$ cat src/rtl/gray_counter_conv.sv
// Up/down counter kept in binary, presented as registered binary and Gray code.
// Supports Gray-coded synchronous load, wrap or saturate at the limits, terminal count.
module gray_counter_conv #(
   parameter int WIDTH     = 4,
   parameter int WRAP_MODE = 1
) (
   input  logic             clk,
   input  logic             rst,
   input  logic             en,
   input  logic             up,
   input  logic             load,
   input  logic [WIDTH-1:0] load_gray,
   output logic [WIDTH-1:0] gray_out,
   output logic [WIDTH-1:0] bin_out,
   output logic             tc,
   output logic             wrap
);

   localparam logic [WIDTH-1:0] MAX_CNT = '1;

   logic [WIDTH-1:0] r_bin;
   logic [WIDTH-1:0] r_gray;
   logic             r_wrap;

   logic [WIDTH-1:0] w_step;
   logic             w_at_limit;
   logic [WIDTH-1:0] w_next_bin;
   logic [WIDTH-1:0] w_next_gray;
   logic             w_next_wrap;

   function automatic logic [WIDTH-1:0] gray2bin(input logic [WIDTH-1:0] g);
      logic [WIDTH-1:0] b;
      b[WIDTH-1] = g[WIDTH-1];
      for (int i = WIDTH - 2; i >= 0; i--) begin
         b[i] = b[i+1] ^ g[i];
      end
      return b;
   endfunction

   function automatic logic [WIDTH-1:0] bin2gray(input logic [WIDTH-1:0] b);
      return b ^ (b >> 1);
   endfunction

   // Limit handling: at a limit either wrap (flagging it) or hold the state.
   function automatic logic [WIDTH:0] limit_step(input logic [WIDTH-1:0] cur,
                                                 input logic [WIDTH-1:0] nxt,
                                                 input logic             at_limit);
      if (at_limit && (WRAP_MODE == 0)) begin
         return {1'b0, cur};
      end
      return {at_limit, nxt};
   endfunction

   always_comb begin
      w_step      = up ? (r_bin + WIDTH'(1)) : (r_bin - WIDTH'(1));
      w_at_limit  = up ? (r_bin == MAX_CNT) : (r_bin == '0);
      w_next_bin  = r_bin;
      w_next_wrap = 1'b0;
      w_next_gray = r_gray;
      if (load) begin
         w_next_bin  = gray2bin(load_gray);
         w_next_gray = load_gray;
      end else if (en) begin
         {w_next_wrap, w_next_bin} = limit_step(r_bin, w_step, w_at_limit);
         w_next_gray = bin2gray(w_next_bin);
      end
   end

   always_ff @(posedge clk) begin
      if (rst) begin
         r_bin  <= '0;
         r_gray <= '0;
         r_wrap <= 1'b0;
      end else begin
         r_bin  <= w_next_bin;
         r_gray <= w_next_gray;
         r_wrap <= w_next_wrap;
      end
   end

   assign bin_out  = r_bin;
   assign gray_out = r_gray;
   assign wrap     = r_wrap;
   assign tc       = w_at_limit;

endmodule

$ cat config.mk
export PLATFORM = sky130hd
export DESIGN_NAME = gray_counter_conv
export DESIGN_NICKNAME = d
export VERILOG_FILES = /design/src/rtl/gray_counter_conv.sv
export SDC_FILE = /design/constraint.sdc
export NUM_CORES = 1
export LEC_CHECK = 0
export CORE_MARGIN = 4
export CORE_UTILIZATION = 25
export CTS_BUF_LIST = sky130_fd_sc_hd__clkbuf_2 sky130_fd_sc_hd__clkbuf_4 sky130_fd_sc_hd__clkbuf_8
export DETAILED_ROUTE_END_ITERATION = 12
export PLACE_DENSITY = 0.49
export RECOVER_POWER = 50
export SYNTH_ARGS = -nofsm -noshare
export SYNTH_HDL_FRONTEND = slang
export SYNTH_SLANG_ARGS = --single-unit
$ cat constraint.sdc
create_clock -name clk -period 3.1 [get_ports clk]
set_clock_uncertainty 0.2 [all_clocks]
set_input_delay 0.31 -clock clk [delete_from_list [all_inputs] [get_ports clk]]
set_output_delay 0.31 -clock clk [all_outputs]
set_load 0.005 [all_outputs]
; ---- Word-level counts from Yosys, hierarchy flattened
; Index checks and enable logic that the tools add are counted.
[totals]
register_bits = 9
in_bits = 9
wordCells = 20
output_inout_bits = 10
[classes]
n_addsub = 2
n_reduce_logical = 3
n_bitwise = 5
n_mux = 6
eq_ne = 1
[ops]
columns = operator, count
row1 = 2-to-1 mux 4 bit, 5
row2 = adder 4 x 1 -> 4 bit (second input constant), 1
row3 = equality test 4 bit (second input constant), 1
row4 = zero test 4 bit, 1
row5 = subtractor 4 x 1 -> 4 bit (second input constant), 1
row6 = XOR 4 x 3 -> 4 bit, 1
row7 = OR reduction 3 bit, 1
row8 = XOR 1 bit, 3
row9 = nonzero test 2 bit, 1
row10 = 2-to-1 mux 1 bit, 1
row11 = NOT 1 bit, 1

; ---- Longest topological paths before layout
[logic_depth]
ltp_word = 5
ltp_mapped = 6
mapped_depth_nobuf = 6

; ---- Worst setup path after synthesis
; Ideal clock, no wire load.
[synth_timing]
path_kind = reg-to-reg
startpoint = reg r_bin[0], in the netlist bin_out[0]
endpoint = reg r_gray[2], in the netlist gray_out[2]
path_slack_ns = 1.168
t_required_ns = 2.778
path_buffers = 0
path_stages_with_launch = 6
period_less_slack_ns = 1.932
setup_ns = 0.122
arrival_ns = 1.610
cell_sequence = dfxtp_1 -> inv_1 -> fa_1 -> xnor2_1 -> nor2_1 -> a311o_1
[synth_via]
elab_chain_cells = 5
elab_cells_between_ends = 6
classes_between = add/sub (2) / mux (3) / bitwise (1)
[synth_rtl]
columns = element, line
row1 = start: declaration, 21  ; logic [WIDTH-1:0] r_bin;
row2 = start signal: assignment, 75  ; r_bin <= w_next_bin;
row3 = subtractor 4 x 1 -> 4 bit or adder 4 x 1 -> 4 bit (tied branches), 55  ; w_step = up ? (r_bin + WIDTH'(1)) : (r_bin - WIDTH'(1));
row4 = 2-to-1 mux 4 bit *, 55
row5 = XOR 4 x 3 -> 4 bit *, 41  ; return b ^ (b >> 1);
row6 = 2-to-1 mux 4 bit *, 63  ; end else if (en) begin
row7 = 2-to-1 mux 4 bit *, 60  ; if (load) begin
row8 = end signal: assignment, 76  ; r_gray <= w_next_gray;
row9 = end: declaration, 22  ; logic [WIDTH-1:0] r_gray;
; Mark *: on every way between the ends. The rest lies on a longest branch, timed or not. The select of a mux whose other input is x is not followed.
; A chain may end at the register's enable or synchronous reset.

; ---- Worst setup path in the final report
[layout_timing]
startpoint = in up
endpoint = out tc
[layout_via]
elab_chain_cells = 1
[layout_rtl]
columns = element, line
row1 = start: declaration, 10  ; input logic up,
row2 = 2-to-1 mux 1 bit, 56  ; w_at_limit = up ? (r_bin == MAX_CNT) : (r_bin == '0);
row3 = end: declaration, 15  ; output logic tc,
; Every way passes these cells.

==> flow_summary.yaml <==
clock_tree:
  clock-sinks: 8
  deepest_level_of_the_cts_h_tree: 1
  cts_tree: "done"
  cts.path.max_buffers: 2
  clk_lat_worst_skew_ps: 250
  cts_buffers: 3
  cts_hold_buffers: 0
  cts_repair_resize_count: 0
  root_buffer: "sky130_fd_sc_hd__clkbuf_4"
  path_clk_slew_ps: 50
  post_cts.repair.setup_buffers: 0
sta:
  finalHoldWorstSlack_ps: 355
  slew_headroom_pct: 64.4
  worst_slew_pin_slew_ps: 533
  timing.final.max_slew_violations: 0
  final.min_clock_period_ps: 2280
  grt_setup_unrepaired: "no"
  setup_tns_ps: 0
  clock.fmax_mhz: 439
  final-setup-viol-count: 0
  timing.final.hold_violations: 0
  finalWorstSetupSlack_ps: 822
  finalCritPeriodShare_pct: 73.5
worst_setup_path:
  critical_path.cell_chain: "clkdlybuf4s50_1, inv_1, o21ai_0, clkdlybuf4s50_1"
  cp_data_required_time_ps: 2590
  timing.critical_path.mode_cell: "sky130_fd_sc_hd__clkdlybuf4s50_1"
  rrSetupSlack_ps: 980
  crit_slowest_cell: "sky130_fd_sc_hd__clkdlybuf4s50_1"
  cp_data_arrival_time_ps: 1770
  worst_path_largest_cell_delay_ps: 550
  timing_worst_setup_path_type: "primary input to primary output"
  cp-end-kind: "primary output"
  start_kind: "primary input"
  crit_fanout: 4
power_and_ir_drop:
  design_power_w: 0.000325
  peakVddDrop_mv: 0.263
  power_density_nw_per_um2: 427
  power.leakage_nw: 0.303
floorplanning:
  top_level_ports: 19
  die_height_um: 54.7
  floorplan.initialDensity_pct: 27.0
  die-width_um: 54.7
  fp.coreArea_um2: 2020
  core.rowCount: 16
  die-area_um2: 2990
drt:
  drcViolationCount: 0
  drt.antenna.violating_nets: 0
  number_of_iterations_in_the_first_detailed_routing_pass: 3
  routedWlPerCell_um: 11.8
  initialDrtViolationCount: 3
  vias_per_cell: 4.65
  drt-total-wl_mm: 1.29
  dr_total_vias: 507
layout:
  utilization_pct: 37.7
  most-common-layout-cells: "sky130_fd_sc_hd__clkdlybuf4s50_1 (9), sky130_fd_sc_hd__dlygate4sd3_1 (9), sky130_fd_sc_hd__dfxtp_1 (8), sky130_fd_sc_hd__xnor2_1 (7), sky130_fd_sc_hd__nor2_1 (7)"
  num_antenna_cells: 0
  area_growth_syn_to_layout_pct: 39.7
  layout.nets: 96
  final_layout_size_suffix_gt1_share_pct: 7.32
  num-fill-cells: 220
worst_hold_path:
  worst_hold_path_type: "register to register"
global_routing:
  globalRouteOverflowTotal: 0
  grt_pass1_vias: 507
  groute.usage.overall_pct: 11.0
  grt_max_degree: 17
  antenna_violations_before_repair: 0
  grt_first_pass_wirelength_mm: 2.25
synth:
  post_synth_inst_count: 65
  syn-num-nets: 77
  synth.ff_latch_count: 8
  synthesis.yosys.warnings: 0
  postSynth.asyncResetShare_pct: 0
  netlist-cell-type-count: 28
  synthesis.area_um2: 546
  postSynth.topFlopCell: "sky130_fd_sc_hd__dfxtp_1"
  synth-edff-count: 0
  ys_seq_area_share_pct: 29.4
  syn_area_per_cell_um2: 8.39
placement:
  globalplace.congestion: 0.707
  buffer_ports.inserted: 18
  dp.final_hpwl_um: 995
  placement.setup.worst_slack_ps: 601
run_status:
  result_of_the_run: "finished clean"
flow_run:
  drv_cap: 0
==> cell families after synthesis <==
logic type / synth area share [%]
and+or+nand+nor: 20.4
AOI/OAI and AO/OA: 21.3
buffers and inverters: 7.80
xor gates and xnor gates: 12.8
DFF: 29.4
adders and majority gates: 8.26
==> power breakdown <==
part | switching [W] | total, W | internal (W)
registers | 0.0000105 | 0.000124 | 0.000113
logic | 0.0000546 | 0.000121 | 0.0000664
clock network | 0.0000361 | 0.0000805 | 0.0000444
==> cells in the mapped netlist, drive strengths merged, types with 2 or more instances <==
master  number  share of area (%)
ha           2                4.6
nor2         7                4.8
nand2        2                1.4
a21oi        6                5.5
xnor2        7                 11
o21ai        2                1.8
nor2b        2                2.3
or3          2                3.2
a211oi       6                9.2
inv          6                4.1
dfxtp        8                 29
buf          3                3.0
nor3b        2                2.8
==> metal layers <==
layer	wire length, µm	global-route usage, %	vias to the layer above
met3	96	5.72	2
met2	617	18.1	14
li1	-	-	261
met4	10	2.49	0
met1	566	12.5	230
met5	0	0	-
==> final cells by class <==
| cell class | instances | area (µm²) | share of cell area (%) |
|---|---|---|---|
| sequential | 8 | 160 | 21.0 |
| clock buffer | 3 | 22.5 | 2.96 |
| timing repair buffer | 18 | 180 | 23.6 |
| inverter | 6 | 22.5 | 2.96 |
| multi-input combinational | 47 | 343 | 45.0 |
| tap | 27 | 33.8 | 4.43 |
==> state kept, by name (all words and copies together), names as in the netlist <==
| name | flops |
|---|---|
| bin_out | 4 |
| gray_out | 3 |
| wrap | 1 |
==> worst paths after layout <==
kind | from | endpoint | depth (start not counted)
worst max-delay path | up | tc | 4
worst min register to register | gray_out[1] | gray_out[1] | 2
worst max register to register | bin_out[0] | gray_out[1] | 6
worst min-delay path | gray_out[1] | gray_out[1] | 2
==> metrics by stage <==
step                      cells  cell area (µm²)
after CTS                   109              762
after floorplan              65              546
final                       109              762
after global routing        109              762
after detailed placement    106              739
after global placement      106              739
==> worst max-delay path, delay by kind of cell <==
family          cells  cell delay (ps)
compound gates      1              250
buf+inv             3             1200
(Power assumes the default switching activity.)
==> RTL change 1: new RTL, same settings <==
Register the output `bin_out` once more; this adds one clock of latency there. The other outputs are not delayed to match.
--- a/src/rtl/gray_counter_conv.sv
+++ b/src/rtl/gray_counter_conv.sv
@@ -78,7 +78,9 @@
       end
    end
 
-   assign bin_out  = r_bin;
+   always_ff @(posedge clk) begin
+      bin_out <= r_bin;
+   end
    assign gray_out = r_gray;
    assign wrap     = r_wrap;
    assign tc       = w_at_limit;
Behaviour: not the same (Yosys sat finds a counterexample within 4 cycles, from zero or initial values and one cycle with rst high).
==> RTL change 1 against the original RTL <==
  * Sequential cell count up 4
  * Area after synthesis rose by 16%
  * Cell area up 12%
  * Hold slack worse by 140 ps
  * Routed wire length rose by 5.7%
  * First-iteration DRC count increased to 4.7 times the old value
  * Setup slack better by 80 ps
  * Power is 35% higher
  * Via count grew 1.4%
  * Largest cell class unchanged
  * Largest power group unchanged
==> RTL change 1: results (changes against the original RTL) <==
Status -> finished clean (unchanged)
DRT Pass-1 Iters -> 6 (was 3)
Pre-CTS worst setup slack -> 631 ps (was 601 ps)
Share of cells above drive strength 1 -> 8.14% (was 7.32%)
Worst min path class -> register to register (unchanged)
Nets -> 99 (was 96)
Largest net degree at the start of global routing -> 16 (was 17)
Via count -> 514 (was 507)
Clk slew on worst S/H paths -> 80 ps (was 50 ps)
Hold path start -> r_bin[2] (was gray_out[1])
CP arrival -> 1690 ps (was 1770 ps)
Worst hold slack -> 214 ps (was 355 ps)
Worst Reg2Reg Path Length in Cells -> 5 (was 6)
Reg2reg setup slack -> 980 ps (about the same)
DRC -> 0 (unchanged)
FF-to-FF End -> gray_out[2] (was gray_out[1])
Switching power -> 0.000125 W (was 0.000101 W)
Top cells by area, synth -> dfxtp_1, xnor2_1, a211oi_1, a21oi_1, nor2_1 (unchanged)
Leakage power figure -> 0.353 nW (was 0.303 nW)
Peak supply drop -> 0.205 mV (was 0.263 mV)
Vias in the first global route -> 474 (was 507)
Least-Margin Pin Slew -> 496 ps (was 533 ps)
Yosys cell types -> 27 (was 28)
Clk_lat worst skew -> 270 ps (was 250 ps)
Tot GR Track Use -> 8.29% (was 11.0%)
Hold Crit Depth -> 0 (was 2)
Synth Net Count -> 81 (was 77)
GR Util met1 -> 11.0% (was 12.5%)
Drt initial violations -> 14 (was 3)
Diodes inserted -> 0 (unchanged)
Post-synth ARST share -> 0% (unchanged)
Synth warn -> 0 (unchanged)
Root Buffer -> clkbuf_4 (unchanged)
Final WL -> 1.36 mm (was 1.29 mm)
Sequential element share of the synthesized area -> 38.0% (was 29.4%)
GR Util met3 -> 2.90% (was 5.72%)
Crit path max fanout -> 7 (was 4)
GRT met2 Usage -> 11.8% (was 18.1%)
Synth top cells by count -> dfxtp_1, nor2_1, a21oi_1, xnor2_1 (was dfxtp_1, nor2_1, xnor2_1)
Placer congestion estimate -> 0.700 (was 0.707)
Hold Crit Endpoint -> bin_out[2] (was gray_out[1])
R2r startpoint -> r_bin[0] (was bin_out[0])
Worst path max stage delay -> 530 ps (was 550 ps)
First-pass GRT wire length -> 2.10 mm (was 2.25 mm)
[RTL change 1: power groups by stage]
stage	Sequential, W	Combinational (W)	Clock (W)
finish	0.000182	0.000129	0.000128
global route	0.000184	0.000141	0.000139
CTS	0.000183	0.000133	0.000133
detailed placement	0.000186	0.000132	0
global placement	0.000186	0.000133	0
floorplan	0.000182	0.0000904	0
[RTL change 1: layout make-up]
type | count | area [um2]
clock buffer | 4 | 36.3
fill | 246 | 1450
inverter | 5 | 18.8
multi-input combinational | 47 | 342
sequential | 12 | 240
tap | 28 | 35.0
timing repair buffer | 18 | 180
[RTL change 1: worst register-to-register path: cells and delay by family (launching register included)]
kind	cells	cell delay, ps
AO/OA/AOI/OAI	1	220
flip-flops	1	500
XOR/XNOR	2	590
adder cells (fa/ha/maj)	1	410
buffers and inverters	1	110
[RTL change 1: logic make-up (layout without fill, tap and decap cells)]
group	after synthesis	after routing	synth area share [%]
DFF	12	12	38.0
and+or+nand+nor	19	19	14.5
adders and majority gates	3	3	7.13
xor gates and xnor gates	9	9	14.9
AOI/OAI and AO/OA	16	16	17.6
buffers and inverters	10	27	7.92
[RTL change 1: how the worst max path moves through the flow]
stage | start | endpoint | slack (ps) | cells after the start
after floorplan | r_bin[0] | gray_out[2] | 1200 | 6
after global placement | up | gray_out[2] | 660 | 7
after global routing | r_bin[0] | tc | 770 | 4
final | r_bin[0] | tc | 900 | 4
after CTS | r_bin[0] | tc | 890 | 4
after detailed placement | up | gray_out[2] | 630 | 7
[RTL change 1: per-layer routing]
layer	share of wire [%]	wire, um	up-vias
met4	0	0	0
met3	7.4	101	0
met5	0	0	-
met2	42	568	18
met1	51	694	223
li1	-	-	273
[RTL change 1: through the flow]
| stage | util, % | total power, W | instance area [um2] | cells |
|---|---|---|---|---|
| after floorplan | - | 0.000272 | 632 | 69 |
| after global placement | 35.5 | 0.000319 | 816 | 110 |
| after detailed placement | 35.5 | 0.000319 | 816 | 110 |
| after CTS | 37.1 | 0.000449 | 852 | 114 |
| after global routing | 37.1 | 0.000464 | 852 | 114 |
| final | 37.1 | 0.000440 | 852 | 114 |
==> RTL change 2: new RTL, same flow settings <==
Made on the original files. Change the parameter `WIDTH` from 4 to 3.
--- a/src/rtl/gray_counter_conv.sv
+++ b/src/rtl/gray_counter_conv.sv
@@ -1,7 +1,7 @@
 // Up/down counter kept in binary, presented as registered binary and Gray code.
 // Supports Gray-coded synchronous load, wrap or saturate at the limits, terminal count.
 module gray_counter_conv #(
-   parameter int WIDTH     = 4,
+   parameter int WIDTH     = 3,
    parameter int WRAP_MODE = 1
 ) (
    input  logic             clk,
Interface: changed (resized bin_out, gray_out and load_gray); port bits go from 19 to 16. No check against the original RTL was run, so the function may have changed too.
==> RTL change 2 against the original RTL <==
  * Final cell count down 34%
  * Area after synthesis fell by 35%
  * Cell area fell by 30%
  * Critical path type unchanged
  * Combinational power decreased by 37%
  * Synthesized cell count fell by 37%
  * Hold slack worse by 5.0 ps
  * Power fell by 26%
  * Sequential cell count decreased by 2
  * Setup slack worse by 160 ps
  * Die area decreased by 30%
  * Routed wire length fell by 37%
==> RTL change 2: results (changes against the original RTL) <==
Worst path max stage delay -> 580 ps (was 550 ps)
Yosys cell types -> 22 (was 28)
Root Buffer -> clkbuf_4 (unchanged)
Worst hold slack -> 350 ps (was 355 ps)
Vias in the first global route -> 316 (was 507)
R2r startpoint -> bin_out[0] (unchanged)
Synth top cells by count -> dfxtp_1, xnor2_1, inv_1 (was dfxtp_1, nor2_1, xnor2_1)
Clock Path Buffers -> 2 (unchanged)
Max reg flops -> 3 (was 4)
FF-to-FF End -> bin_out[2] (was gray_out[1])
Reg2reg setup slack -> 1260 ps (was 980 ps)
H-tree levels -> 1 (unchanged)
Period minus WS final -> 2440 ps (was 2280 ps)
Port-buffer cells -> 15 (was 18)
Vias per std cell -> 4.79 (was 4.65)
Synth Net Count -> 50 (was 77)
Status -> finished clean (unchanged)
DR WL/cell -> 11.3 um (was 11.8 um)
Leakage power figure -> 0.222 nW (was 0.303 nW)
First-pass GRT wire length -> 1.34 mm (was 2.25 mm)
Worst min path class -> register to register (unchanged)
Placer congestion estimate -> 0.735 (was 0.707)
Post-CTS setup buffer count -> 0 (unchanged)
Synth warn -> 0 (unchanged)
Largest net degree at the start of global routing -> 10 (was 17)
Hold Crit Endpoint -> gray_out[0] (was gray_out[1])
CTS buffer count -> 3 (unchanged)
Synth Flop Type -> dfxtp_1 (unchanged)
Hold Crit Depth -> 2 (unchanged)
Hold path start -> gray_out[0] (was gray_out[1])
Sequential element share of the synthesized area -> 33.9% (was 29.4%)
DRT Pass-1 Iters -> 2 (was 3)
Nets -> 68 (was 96)
CP arrival -> 1930 ps (was 1770 ps)
Share of cells above drive strength 1 -> 8.77% (was 7.32%)
Initial antenna violation count -> 0 (unchanged)
Top cells by area, synth -> dfxtp_1, xnor2_1, fa_1, xor2_1, a21oi_1 (was dfxtp_1, xnor2_1, a211oi_1, a21oi_1, nor2_1)
# hold bufs at CTS -> 0 (unchanged)
Tot GR Track Use -> 9.29% (was 11.0%)
Fillers -> 132 (was 220)
Peak supply drop -> 0.211 mV (was 0.263 mV)
Worst Reg2Reg Path Length in Cells -> 4 (was 6)
Post-synth ARST share -> 0% (unchanged)
Highest-delay cell along the critical path -> dlygate4sd3_1 (was clkdlybuf4s50_1)
Drt initial violations -> 11 (was 3)
Placed instance area -> 512 um2 (was 739 um2)
Relative slew slack -> 78.4% (was 64.4%)
[RTL change 2: where the power goes]
group | switching [W] | total (W) | leakage (nW) | internal [W]
logic | 0.0000307 | 0.0000759 | 0.158 | 0.0000452
registers | 0.00000728 | 0.0000920 | 0.0497 | 0.0000847
clock network | 0.0000278 | 0.0000716 | 0.0138 | 0.0000438
[RTL change 2: area by class of cell]
type                    instances  area [um2]  share of cell area [%]
multi-input cells              28         204                    38.2
repair buffers                 15         150                    28.1
flip-flops and latches          6         120                    22.5
clock buffers                   3        22.5                    4.22
inverters                       5        18.8                    3.51
well taps                      15        18.8                    3.51
[RTL change 2: cell families after synthesis]
| logic type | after synthesis | share of synthesized area [%] |
|---|---|---|
| compound gates | 11 | 19.4 |
| xor+xnor | 7 | 17.3 |
| fa+ha+maj | 1 | 5.65 |
| buf+inv | 7 | 8.48 |
| flops | 6 | 33.9 |
| simple gates | 9 | 15.2 |
[RTL change 2: routing by layer]
metal,GRT usage (%),vias up,part of all wire (%)
li1,-,178,-
met5,0,-,0
met4,3.51,0,0
met3,5.93,0,7.9
met2,12.0,12,45
met1,12.1,155,47
[RTL change 2: stage by stage]
stage	instances	worst slack, ps	total power, W
detailed placement	69	714	0.000173
global placement	69	751	0.000173
CTS	72	783	0.000247
finish	72	665	0.000239
global route	72	624	0.000260
floorplan	41	1340	0.000138
[RTL change 2: how the worst max path moves through the flow]
stage                          start         end  slack [ps]  depth (start not counted)
after floorplan           bin_out[0]  bin_out[2]        1340                          4
after global placement            up  bin_out[2]         750                          6
after detailed placement          up  bin_out[2]         710                          6
after CTS                         up          tc         780                          4
after global routing              up          tc         620                          4
final                             up          tc         660                          4
[RTL change 2: worst register-to-register path: stages (launching register included)]
cell      delay [ps]
dfxtp_1          370
fa_1             430
xor2_1           180
or3_1            310
a311oi_1         260
